`src/rtl/demux_router_buffered.sv`:
```
// demux_router_buffered: routes one val/rdy message stream to one of
// p_noutputs val/rdy outputs, each backed by its own p_depth-entry FIFO so a
// stalled consumer only blocks traffic bound for its own output.
module demux_router_buffered #(
  parameter int p_nbits    = 8,
  parameter int p_noutputs = 4,
  parameter int p_depth    = 2
) (
  input  logic                                        clk,
  input  logic                                        reset,
  input  logic [p_nbits-1:0]                          recv_msg,
  input  logic [$clog2(p_noutputs)-1:0]               recv_sel,
  input  logic                                        recv_val,
  output logic                                        recv_rdy,
  output logic [p_noutputs*p_nbits-1:0]               send_msg,
  output logic [p_noutputs-1:0]                       send_val,
  input  logic [p_noutputs-1:0]                       send_rdy,
  output logic [p_noutputs*$clog2(p_depth+1)-1:0]     occupancy,
  output logic                                        sel_err
);

  localparam int sw = $clog2(p_noutputs);
  localparam int cw = $clog2(p_depth + 1);
  localparam int pw = (p_depth > 1) ? $clog2(p_depth) : 1;

  logic [p_noutputs-1:0] full;
  logic                  sel_ok;
  logic                  sel_free;
  logic                  accept;

  // Decode the select against registered fullness only; an out-of-range
  // select is always accepted so the offending message can be dropped.
  always_comb begin
    sel_ok   = 1'b0;
    sel_free = 1'b1;
    for (int i = 0; i < p_noutputs; i++) begin
      if (recv_sel == sw'(i)) begin
        sel_ok   = 1'b1;
        sel_free = !full[i];
      end
    end
  end

  assign recv_rdy = !reset && sel_free;
  assign accept   = recv_val && recv_rdy;

  // Sticky flag for messages addressed to a non-existent output.
  always_ff @(posedge clk or posedge reset) begin
    if (reset) sel_err <= 1'b0;
    else if (accept && !sel_ok) sel_err <= 1'b1;
  end

  for (genvar g = 0; g < p_noutputs; g++) begin : g_out
    logic [pw-1:0]      head;
    logic [pw-1:0]      tail;
    logic [cw-1:0]      cnt;
    logic [p_nbits-1:0] mem [p_depth];
    logic               enq;
    logic               deq;

    assign enq       = accept && (recv_sel == sw'(g));
    assign deq       = send_val[g] && send_rdy[g];
    assign full[g]   = (cnt == cw'(p_depth));
    assign send_val[g] = (cnt != '0);
    assign send_msg[(p_noutputs-g)*p_nbits-1 -: p_nbits] = send_val[g] ? mem[head] : '0;
    assign occupancy[(p_noutputs-g)*cw-1 -: cw]          = cnt;

    // Pointer and count update; wrap by explicit compare so any depth works.
    always_ff @(posedge clk or posedge reset) begin
      if (reset) begin
        head <= '0;
        tail <= '0;
        cnt  <= '0;
      end else begin
        if (enq) tail <= (tail == pw'(p_depth - 1)) ? '0 : tail + pw'(1);
        if (deq) head <= (head == pw'(p_depth - 1)) ? '0 : head + pw'(1);
        if (enq && !deq)      cnt <= cnt + cw'(1);
        else if (!enq && deq) cnt <= cnt - cw'(1);
      end
    end

    // Storage needs no reset: an empty FIFO never exposes its contents.
    always_ff @(posedge clk) begin
      if (enq) mem[tail] <= recv_msg;
    end
  end

endmodule

```
`config.mk`:
```
export PLATFORM = sky130hd
export DESIGN_NAME = demux_router_buffered
export DESIGN_NICKNAME = d
export VERILOG_FILES = /design/src/rtl/demux_router_buffered.sv
export SDC_FILE = /design/constraint.sdc
export NUM_CORES = 1
export LEC_CHECK = 0
export CAP_MARGIN = 25
export CORE_UTILIZATION = 46
export CTS_CLUSTER_DIAMETER = 120
export DETAILED_ROUTE_END_ITERATION = 16
export PLACE_DENSITY = 0.75
export SETUP_SLACK_MARGIN = 0.4
export SYNTH_ARGS = -nofsm -noshare
export SYNTH_HDL_FRONTEND = slang
export SYNTH_SLANG_ARGS = --single-unit
```
`constraint.sdc`:
```
create_clock -name clk -period 1.7 [get_ports clk]
set_input_delay 0.17 -clock clk [delete_from_list [all_inputs] [get_ports clk]]
set_output_delay 0.17 -clock clk [all_outputs]
set_load 0.005 [all_outputs]
```
==> Word level (Yosys, flattened, before mapping) <==
Memory sizes are Yosys's and may differ from the RTL's.
Cells that the tools add are included.
{ "word_totals": {"reg_bits": 17, "latchBits": 0, "ram_bits": 64, "romBits": 0, "input_bits": 17, "output_inout_bits": 46, "memories": 4} }
{ "memory_table": {"columns": ["name", "depth", "width", "rd", "rd_ports_with_merged_regs", "write_ports", "line", "rtl"], "rows": [
  ["g_out[0].mem", 2, 8, 1, 0, 1, "57", "logic [p_nbits-1:0] mem [p_depth];"],
  ["g_out[1].mem", 2, 8, 1, 0, 1, "57", null],
  ["g_out[2].mem", 2, 8, 1, 0, 1, "57", null],
  ["g_out[3].mem", 2, 8, 1, 0, 1, "57", null]
]} }
{ "op_classes": {"add_sub_neg": 16, "multipliers": 0, "div_mod_pow": 0, "n_lt_le_gt_ge": 0, "n_eq_ne": 7, "n_shift": 0, "muxes": 36, "n_bitwise": 0, "n_reduce_logical": 42} }
{ "op_table": {"columns": ["cell", "n"], "rows": [
  ["2-to-1 mux 8 bit", 4],
  ["2-to-1 mux 1 bit", 24],
  ["logical AND 1 bit", 19],
  ["2-to-1 mux 2 bit", 8],
  ["nonzero test 2 bit", 8],
  ["zero test 1 bit", 14],
  ["equality test 2 bit (second input constant)", 6],
  ["adder 1 bit (second input constant)", 8],
  ["adder 2 x 1 -> 2 bit (second input constant)", 4],
  ["subtractor 2 x 1 -> 2 bit (second input constant)", 4],
  ["equality test 2 x 1 -> 1 bit (second input constant)", 1],
  ["zero test 2 bit", 1]
]} }

==> Logic depth before layout (Yosys ltp) <==
Gate-level depths: netlist of the first run.
{ "logic_depth": {"ltp_word": 13, "depth_mapped": 7, "mapped_depth_nobuf": 7} }

==> Least setup slack after synthesis of the first run <==
OpenSTA, ideal clock, no wires.
{ "synth_timing": {"kind": "register -> register", "startpoint": "register g_out[0].cnt[1]", "endpoint": "memory g_out[0].mem[0][0], enable pin", "setup_ps": 373, "arrival_time_ps": 1298, "path_slack_ps": 29, "path_stages_with_launch": 4, "path_buffers": 0, "path_cell_list": "dfrtp_1 -> nor2b_4 -> nor4b_4 -> nor2b_1"} }
{ "synth_via": {"elab_chain_len": 11} }
{ "synth_lines": {"columns": ["element", "line", "rtl"], "rows": [
  ["start, declared", "56", "logic [cw-1:0] cnt;"],
  ["start signal, assigned", "77", "if (enq && !deq) cnt <= cnt + cw'(1);"],
  ["start signal, assigned", "78", "else if (!enq && deq) cnt <= cnt - cw'(1);"],
  ["equality test 2 bit", "63", "assign full[g] = (cnt == cw'(p_depth));"],
  ["zero test 1 bit", "39", "sel_free = !full[i];"],
  ["2-to-1 mux 1 bit (4 in series)", "37", "if (recv_sel == sw'(i)) begin"],
  ["logical AND 1 bit", "44", "assign recv_rdy = !reset && sel_free;"],
  ["logical AND 1 bit", "45", "assign accept = recv_val && recv_rdy;"],
  ["logical AND 1 bit", "61", "assign enq = accept && (recv_sel == sw'(g));"],
  ["named net g_out[0].enq", "58", "logic enq;"],
  ["2-to-1 mux 1 bit", "84", "if (enq) mem[tail] <= recv_msg;"],
  ["2-to-1 mux 1 bit (not written as such)", "84", null],
  ["end, declared", "57", null]
]} }
The timed path passes the listed nets, and every way through them passes these cells.

==> Worst setup path in the final report of the first run <==
{ "layout_timing": {"startpoint": "register g_out[0].cnt[1]", "endpoint": "register g_out[0].cnt[1]"} }
{ "layout_via": {"elab_chain_len": 12, "word_cells_on_any_way": 20} }
{ "layout_lines": {"columns": ["element", "line"], "rows": [
  ["equality test 2 bit (*)", "63"],
  ["zero test 1 bit (*)", "39"],
  ["2-to-1 mux 1 bit (*) (4 in series)", "37"],
  ["logical AND 1 bit (*)", "44"],
  ["logical AND 1 bit (*)", "45"],
  ["logical AND 1 bit (*)", "61"],
  ["named net g_out[0].enq", "58"],
  ["zero test 1 bit", "78"],
  ["logical AND 1 bit", "78"],
  ["nonzero test 2 bit (no source line)", null]
]} }
Mark *: on every way through the listed nets, which the timed path passes. The rest lies on a longest branch. The select of a mux whose other input is x is not followed.
A chain may end at the register's enable or synchronous reset.

==> results_dict.tcl, run 1 <==
set metrics [dict create \
    cts_htree_levels 3 \
    synth_area_leaders "edfxtp_1 (58%), dfrtp_1 (13%), mux2i_1 (9.7%)" \
    syn-num-nets 241 \
    post-synth-top-count-cell "edfxtp_1" \
    grt_pass1_wl_um 11600 \
    r2r_end "g_out[0].cnt[1]$_DFFE_PP0P_" \
    ys_seq_area_share_pct 71.0 \
    ant_nets 0 \
    drt_pre_antenna_iters 4 \
    synth_top_family_by_area "simple AND/OR/NAND/NOR gates" \
    p_leak_uw 0.00213 \
    vias 2228 \
    ys.flop_type "edfxtp_1" \
    seqPwrFrac_pct 31.9 \
    placementRows 30 \
    slew_viol_final 0 \
    num_antenna_cells 0 \
    fin_nets 381 \
    ys_types 27 \
    finClkSkew_ns 0.00803 \
    peakVddDrop_uv 666 \
    dpl_cell_area_mm2 0.00430 \
    start_kind "flop" \
    dieArea_mm2 0.00753 \
    grt_usage_pct 21.5 \
    floorplan.initialDensity_pct 48.1 \
    fin_hold_ws_ns 0.240 \
    cts_root_buf "clkbuf_8" \
    max-cap-violations 0 \
    power.switching_uw 2680 \
    worstSetupPathType "flop to flop" \
    synth_xor_area_share_pct 5.30 \
    drc 0 \
    worstPathMaxFanout 4 \
    switching_share_pct 31.6 \
    cts_hold_buf 0 \
    wire_per_inst_um 17.1 \
    vias_per_cell 4.83 \
    cts_buffers 9 \
    critPathRequiredTime_ns 1.95 \
    period_share_pct 99.2 \
    placedCellCount 400 \
    layout_setup_ws_ns 0.0137 \
    fin_cells 461 \
    io_pins 63 \
    coreArea_mm2 0.00687 \
    dp_hpwl_um 4520 \
    synthMuxAreaShare_pct 9.69 \
    clockBufferDepth 2 \
    r2r_slack_ns 0.01 \
    clk_pin_slew_ns 0.08 \
    drt-total-wl_um 7860 \
    avgSynthCellArea_um2 15.0 \
    synth_cells 220 \
    drive_gt1_share_pct 54.2 \
    finalHoldViolations 0 \
    worst_pin_slew_ns 0.463 \
    pwr-share-clk_pct 17.3 \
    die_h_um 86.8 \
    reg2reg_depth 6 \
    slew-limit-headroom_pct 69.0 \
    cp.arrival_ns 1.94 \
    io_buffer_count 62 \
    routabilityCongestion 0.753 \
    cts_tree "done" \
    ys_ff_latch 81 \
    hp-class "primary input to async pin" \
    overflow 0 \
    synth_edf_count 64 \
    antenna_found_initial 0 \
    power_uw 8490 \
    grt_max_degree 14 \
    max_freq_ghz 0.593 \
    grt_setup_unrepaired "true" \
    synthAdderAreaFrac_pct 1.51 \
    ys_async_sr_fraction_pct 21.0 \
    yosys.area_share.simple_pct 9.69 \
    yosys.area.top_type "edfxtp_1" \
    syn_area_mm2 0.00330 \
    internal_power_uw 5810 \
    insertion_delay_ns 0.34 \
    r2r_start "g_out[0].cnt[1]$_DFFE_PP0P_" \
    area_delta_synth_final_pct 57.7 \
    post-place-ws_ns -0.242 \
    drtIter0Drc 84 \
    power_density_mw_per_mm2 1630 \
    synth_common_cells "edfxtp_1 (64), nor2_1 (44), mux2i_1 (32)" \
    grt_pass1_vias 2314 \
    setup_viol 0 \
    synth_top_area_share_pct 58.2 \
    chipWidth_um 86.8 \
    synth_warnings 0 \
    stdcell_area_mm2 0.00521 \
    synth_compound_area_share_pct 0.757 \
    cp-end-kind "flop" \
    status "finished clean" \
    period_needed_ns 1.69 \
    cts_sinks 81 \
    comb_power_share_pct 50.9 \
]
[per-layer routing]
layer  part of all wire, %  vias to the layer above  track usage, %  routed length, µm
met5                     0                        -               0                  0
met4                   1.8                        0            10.0                138
met1                    43                     1097            27.8               3370
met3                   3.3                       12            3.33                257
met2                    52                       65            35.9               4090
li1                      -                     1054               -                  -
[how the worst max path moves through the flow]
stage                                            from                           to  slack [ns]  cells past startpoint
final                     g_out[0].cnt[1]$_DFFE_PP0P_  g_out[0].cnt[1]$_DFFE_PP0P_        0.01                      6
after global routing      g_out[0].cnt[1]$_DFFE_PP0P_  g_out[0].cnt[1]$_DFFE_PP0P_       -0.08                      7
after CTS                 g_out[3].cnt[1]$_DFFE_PP0P_                     recv_rdy        0.03                      5
after detailed placement                  recv_sel[1]                     recv_rdy       -0.24                      5
after global placement                    recv_sel[1]                     recv_rdy       -0.11                      5
after floorplan           g_out[2].cnt[0]$_DFFE_PP0P_  g_out[2].cnt[1]$_DFFE_PP0P_        0.22                      7
[flip-flops by register name (all words and copies together) (netlist names)]
register,flops
g_out.cnt,8
g_out.head,4
g_out.mem,64
g_out.tail,4
sel_err,1
[placed cells by master (no fill, tap or decap), types with 4 or more instances in the layout]
master           instances
edfxtp_1                64
buf_6                   50
buf_2                   36
buf_4                   24
mux2i_1                 22
nor2_1                  21
nor2_4                  15
clkdlybuf4s50_1         15
dfrtp_1                 12
clkbuf_8                 9
xor2_1                   8
nor2_2                   8
xnor2_2                  6
inv_2                    5
mux2i_2                  5
mux2i_4                  5
dfrtp_2                  5
dlygate4sd2_1            5
buf_12                   5
xnor2_1                  4
[worst max-delay path: stages, from the launching register on]
cell and delay [ns]:
dfrtp_2 0.44, buf_6 0.12, nor2b_4 0.12, nor4b_4 0.25
ha_1 0.31, nor2_1 0.16, xor2_1 0.19
[cells by family after synthesis]
family	Yosys count
multiplexers	32
AO/OA/AOI/OAI	5
flip-flops	81
buffers and inverters	15
XOR/XNOR	20
AND/OR/NAND/NOR	63
adder cells (fa/ha/maj)	4
[power groups by stage]
stage	Clock (µW)	Combinational, µW	Sequential, µW
after floorplan	0	1360	2640
after detailed placement	0	2900	2680
after global placement	0	2850	2660
final	1470	4320	2710
after CTS	1500	3570	2650
after global routing	1590	4600	2740
[final cells by class]
type                    instances  area (µm²)
flip-flops and latches         81        2350
fillers                       417        1660
multi-input cells             124        1270
repair buffers                136        1220
clock buffers                  10         128
well taps                      96         120
clock inverters                 6        82.6
inverters                       8        30.0
[through the flow]
stage	utilization, %	TNS [ns]
global route	75.9	-0.230
floorplan	-	0
CTS	70.7	0
detailed placement	62.6	-6.87
global placement	62.6	-4.35
finish	75.9	0
[timing repair]
| action | 4_1_cts | 5_1_grt |
|---|---|---|
| setup buffers | 38 | 7 |
| resized for setup | 212 | 90 |
| setup endpoints to repair | 118 | 117 |
| cloned | 0 | 0 |
| pin swaps | 27 | 12 |
| hold endpoints to repair | 0 | 0 |
No activity file was read; power rests on OpenSTA's default activity.
==> run 2, diff against run 1 <==
Clock period 1.7 ns to 1.5 ns, I/O delays scaled along.
==> results_dict.tcl, run 2 (synthesis gave the netlist of run 1 again) <==
set metrics [dict create \
    status "complete, but fails checks" \
    violations "setup timing" \
    grt_setup_unrepaired "true" \
    finalHoldViolations 0 \
    area_delta_synth_final_pct 63.7 \
    max-cap-violations 0 \
    hp-class "primary input to async pin" \
    dpl_cell_area_mm2 0.00441 \
    num_antenna_cells 0 \
    post-place-ws_ns -0.360 \
    wire_per_inst_um 19.0 \
    drt-total-wl_um 8940 \
    worst_pin_slew_ns 0.440 \
    period_needed_ns 1.76 \
    cp_slowest_cell "dfrtp_1" \
    setup_viol 82 \
    io_buffer_count 62 \
    max_freq_ghz 0.567 \
    r2r_end "g_out[2].cnt[1]$_DFFE_PP0P_" \
    critPathRequiredTime_ns 1.35 \
    chipWidth_um 86.8 \
    cts_buffers 9 \
    r2r_start "g_out[2].cnt[1]$_DFFE_PP0P_" \
    antenna_found_initial 0 \
    setup_tns_ns -7.11 \
    crit_top_cell "buf_6" \
    p_leak_uw 0.00223 \
    layout_common_cells "buf_6 (72), edfxtp_1 (64), mux2i_1 (25), buf_2 (25), nor2_1 (18)" \
    stdcell_area_mm2 0.00541 \
    drive_gt1_share_pct 53.6 \
    vias_per_cell 4.99 \
    dieArea_mm2 0.00753 \
    finClkSkew_ns 0.00560 \
    start_kind "flop" \
    cp_slowest_stage_delay_ns 0.42 \
    grt_usage_pct 22.8 \
    die_h_um 86.8 \
    floorplan.initialDensity_pct 48.1 \
    largest_register "g_out.mem" \
    cp-end-kind "output port" \
    ant_nets 0 \
    cts_tree "done" \
    period_share_pct 118 \
    cts_root_buf "clkbuf_8" \
    layout_setup_ws_ns -0.263 \
    drtIter0Drc 109 \
    peakVddDrop_uv 794 \
    vias 2352 \
    path_cells "buf_6 > buf_6 > nand3b_1 > a21oi_2 > nor4_1 > buf_2" \
    drt_pre_antenna_iters 4 \
    fin_nets 391 \
    cts_htree_levels 3 \
    largest_reg_flops 64 \
    routabilityCongestion 0.765 \
    reg2reg_depth 8 \
    grt_max_degree 14 \
    clockBufferDepth 2 \
    clk_pin_slew_ns 0.08 \
    coreArea_mm2 0.00687 \
    power_density_mw_per_mm2 1900 \
    layout_commonest_cell "buf_6" \
    drc 0 \
    worstSetupPathType "flop to output port" \
    slew-limit-headroom_pct 70.6 \
    fin_util_pct 78.8 \
    grt_pass1_wl_um 12200 \
    overflow 0 \
    dp_hpwl_um 4560 \
    cts_sinks 81 \
    r2r_slack_ns -0.21 \
    cp.arrival_ns 1.61 \
    worstPathMaxFanout 2 \
    placementRows 30 \
    grt_pass1_vias 2379 \
    reg_top3 "g_out.mem (64), g_out.cnt (8)" \
    insertion_delay_ns 0.35 \
    slew_viol_final 0 \
    io_pins 63 \
    power_uw 10300 \
]
[run 2: metal layers]
metal  GRT usage, %  part of all wire, %
met4           11.4                  4.1
met2           41.1                   55
met3           3.81                  3.3
met1           26.4                   38
met5              0                    0
[run 2: report_power, final]
group / internal [µW] / switching, µW / total, µW / leakage, µW
logic: 3290 / 2290 / 5580 / 0.00134
clock network: 929 / 777 / 1710 / 0.000106
registers: 2730 / 286 / 3010 / 0.000779
[run 2: through the flow]
step	std cells	hold WS, ns
5_1_grt	471	0.252
6_report	471	0.232
3_5_place_dp	410	0.376
4_1_cts	458	0.231
3_3_place_gp	410	0.370
2_1_floorplan	220	0.0761
[run 2: layout make-up]
cell class              count  area, µm²
well taps                  96        120
clock inverters             6       82.6
flip-flops and latches     81       2350
fillers                   367       1460
inverters                   8       30.0
multi-input cells         124       1280
repair buffers            146       1420
clock buffers              10        128
[run 2: what timing repair did]
item	4_1_cts	5_1_grt
hold buffers	0	0
pin swaps	30	18
endpoints found under the setup margin	124	126
gates resized for setup	247	66
setup buffers	32	13
[run 2: critical path: cells and delay by family (launching register included)]
kind | cells | cell delay (ns)
flip-flops | 1 | 0.42
buffers and inverters | 3 | 0.41
AO/OA/AOI/OAI | 1 | 0.07
AND/OR/NAND/NOR | 2 | 0.36
[run 2: worst max-delay path by stage]
stage,startpoint,to,slack (ns)
after floorplan,g_out[2].cnt[0]$_DFFE_PP0P_,g_out[2].cnt[1]$_DFFE_PP0P_,0.02
after global placement,recv_sel[1],recv_rdy,-0.33
after detailed placement,recv_val,g_out[0].cnt[1]$_DFFE_PP0P_,-0.36
after CTS,g_out[0].cnt[0]$_DFFE_PP0P_,recv_rdy,-0.23
after global routing,g_out[0].cnt[0]$_DFFE_PP0P_,recv_rdy,-0.31
final,g_out[2].cnt[1]$_DFFE_PP0P_,recv_rdy,-0.26
==> patch, RTL diff (config.mk and constraints of run 1) <==
Put one more register stage on the output `sel_err`, cleared by the reset. The value now appears one clock later. The other outputs are not delayed to match.
--- a/src/rtl/demux_router_buffered.sv
+++ b/src/rtl/demux_router_buffered.sv
@@ -23,6 +23,8 @@
   localparam int cw = $clog2(p_depth + 1);
   localparam int pw = (p_depth > 1) ? $clog2(p_depth) : 1;
 
+  logic sel_err_s0;
+
   logic [p_noutputs-1:0] full;
   logic                  sel_ok;
   logic                  sel_free;
@@ -46,8 +48,8 @@
 
   // Sticky flag for messages addressed to a non-existent output.
   always_ff @(posedge clk or posedge reset) begin
-    if (reset) sel_err <= 1'b0;
-    else if (accept && !sel_ok) sel_err <= 1'b1;
+    if (reset) sel_err_s0 <= 1'b0;
+    else if (accept && !sel_ok) sel_err_s0 <= 1'b1;
   end
 
   for (genvar g = 0; g < p_noutputs; g++) begin : g_out
@@ -85,5 +87,13 @@
     end
   end
 
+  always_ff @(posedge clk or posedge reset) begin
+    if (reset) begin
+      sel_err <= '0;
+    end else begin
+      sel_err <= sel_err_s0;
+    end
+  end
+
 endmodule
 
Formal check against the unedited RTL: no difference found for any inputs over 4 cycles, from zero or initial values and one cycle with reset high; that may be too few to reach the edited logic, so the function may still have changed.
==> patch against run 1 <==
- the flow now finishes with violations (negative setup slack)
- cell area up 3.2%
- fmax down 2.1%
- critical path type unchanged
- routed wire length up 17%
- global-route usage up 0.93 points
- sequential share of layout area down 0.94 points
- worst hold slack worse by 51 ps
- first-iteration DRC count up 20%
- setup slack worse by 36 ps
- count of clock-buffer cells in the layout unchanged
- sequential cell count up 1
- total power up 6.1%
- critical endpoint unchanged
- area after synthesis up 0.76%
==> patch: results (changes against run 1) <==
| Metric | Value |
|---|---|
| Crit path max fanout | 3 (-1) |
| Smallest setup slack after layout | -22.41 ps (-36.14 ps) |
| Met3 wire length | 355 µm (+38%) |
| Result of the run | finished, violations left |
| Leakage power | 0.002212 µW (+3.9%) |
| Final Non-Filler Cells | 476 (+3.3%) |
| Maximum vdd ir drop | 0.7971 mV (+20%) |
| Most area-consuming cells after synthesis | sky130_fd_sc_hd__edfxtp_1 (58%), sky130_fd_sc_hd__dfrtp_1 (14%), sky130_fd_sc_hd__mux2i_1 (9.6%) |
| Post-Place Setup Slack | -146.7 ps (+94.93 ps) |
| FILL cells | 409 (-1.9%) |
| Share of the yosys chip area belonging to registers | 71.25% (+0.22 points) |
| Share of the synthesized netlist area taken by xor and xnor gates | 5.261% (-0.040 points) |
| Placer congestion estimate | 0.7600 (+0.92%) |
| Post-detailed-route wirelength per cell | 19.35 µm (+13%) |
| Pin count of the biggest net entering global routing | 16 (+2) |
| Final setup violation count | 1 (+1) |
| Metal-1 WL | 3.691 mm (+9.4%) |
| GR Util All Layers | 22.40% (+0.93 points) |
| Global-route wire length before repair | 11.85 mm (+2.5%) |
| Final HPWL DP | 4.450 mm (-1.5%) |
| Minimum hold slack | 189.2 ps (-51.20 ps) |
| Transition time of the tightest slew-check pin | 433.7 ps (-29.70 ps) |
| Post-synthesis adder-cell area fraction | 1.503% (-0.011 points) |
| Failing checks | negative setup slack |
| Leading cell types by count after synthesis | sky130_fd_sc_hd__edfxtp_1 (64), sky130_fd_sc_hd__nor2_1 (44), sky130_fd_sc_hd__mux2i_1 (32), sky130_fd_sc_hd__dfrtp_1 (18) |
| Combinational Power Share | 53.3% (+2.4 points) |
| Layout cell share with drive strength beyond 1 | 55.53% (+1.3 points) |
| Total placed instance area | 4297 µm² (about the same) |
| CP Data Arrival Time | 1990 ps (+50 ps) |
| Power Internal | 6116 µW (+5.2%) |
| Maximum clock skew at final layout | 8.313 ps (+0.2812 ps) |
| Power attributed to combinational cells | 4800 µW (+11%) |
| Final nets | 396 (+3.9%) |
| Share of async-settable or async-resettable flops after synthesis | 21.95% (+0.96 points) |
| Post-synthesis average cell area | 15.07 µm² (+0.30%) |
-- patch: cell types whose count changed after synthesis, sizes merged --
cell   delta
dfrtp     +1
-- patch: timing repair --
item | CTS | global route
hold buffers | 0 | 0
setup buffers | 44 | 17
endpoints found under the setup margin | 118 | 120
gates resized for setup | 209 | 103
pin swaps | 29 | 22
-- patch: final cells by class --
| cell class | instances | area [µm²] | area share, % |
|---|---|---|---|
| Clock buffer | 10 | 127.6 | 2.373 |
| Clock inverter | 6 | 81.33 | 1.512 |
| Inverter | 8 | 30.03 | 0.5583 |
| Sequential cell | 82 | 2379 | 44.22 |
| Tap cell | 96 | 120.1 | 2.233 |
| Multi-Input combinational cell | 124 | 1266 | 23.54 |
| Timing Repair Buffer | 150 | 1375 | 25.56 |
-- patch: kinds of logic after synthesis --
family / count (synthesis)
DFF: 82
and+or+nand+nor: 63
muxes: 32
xor gates and xnor gates: 20
buffers and inverters: 15
AOI/OAI and AO/OA: 5
adders and majority gates: 4
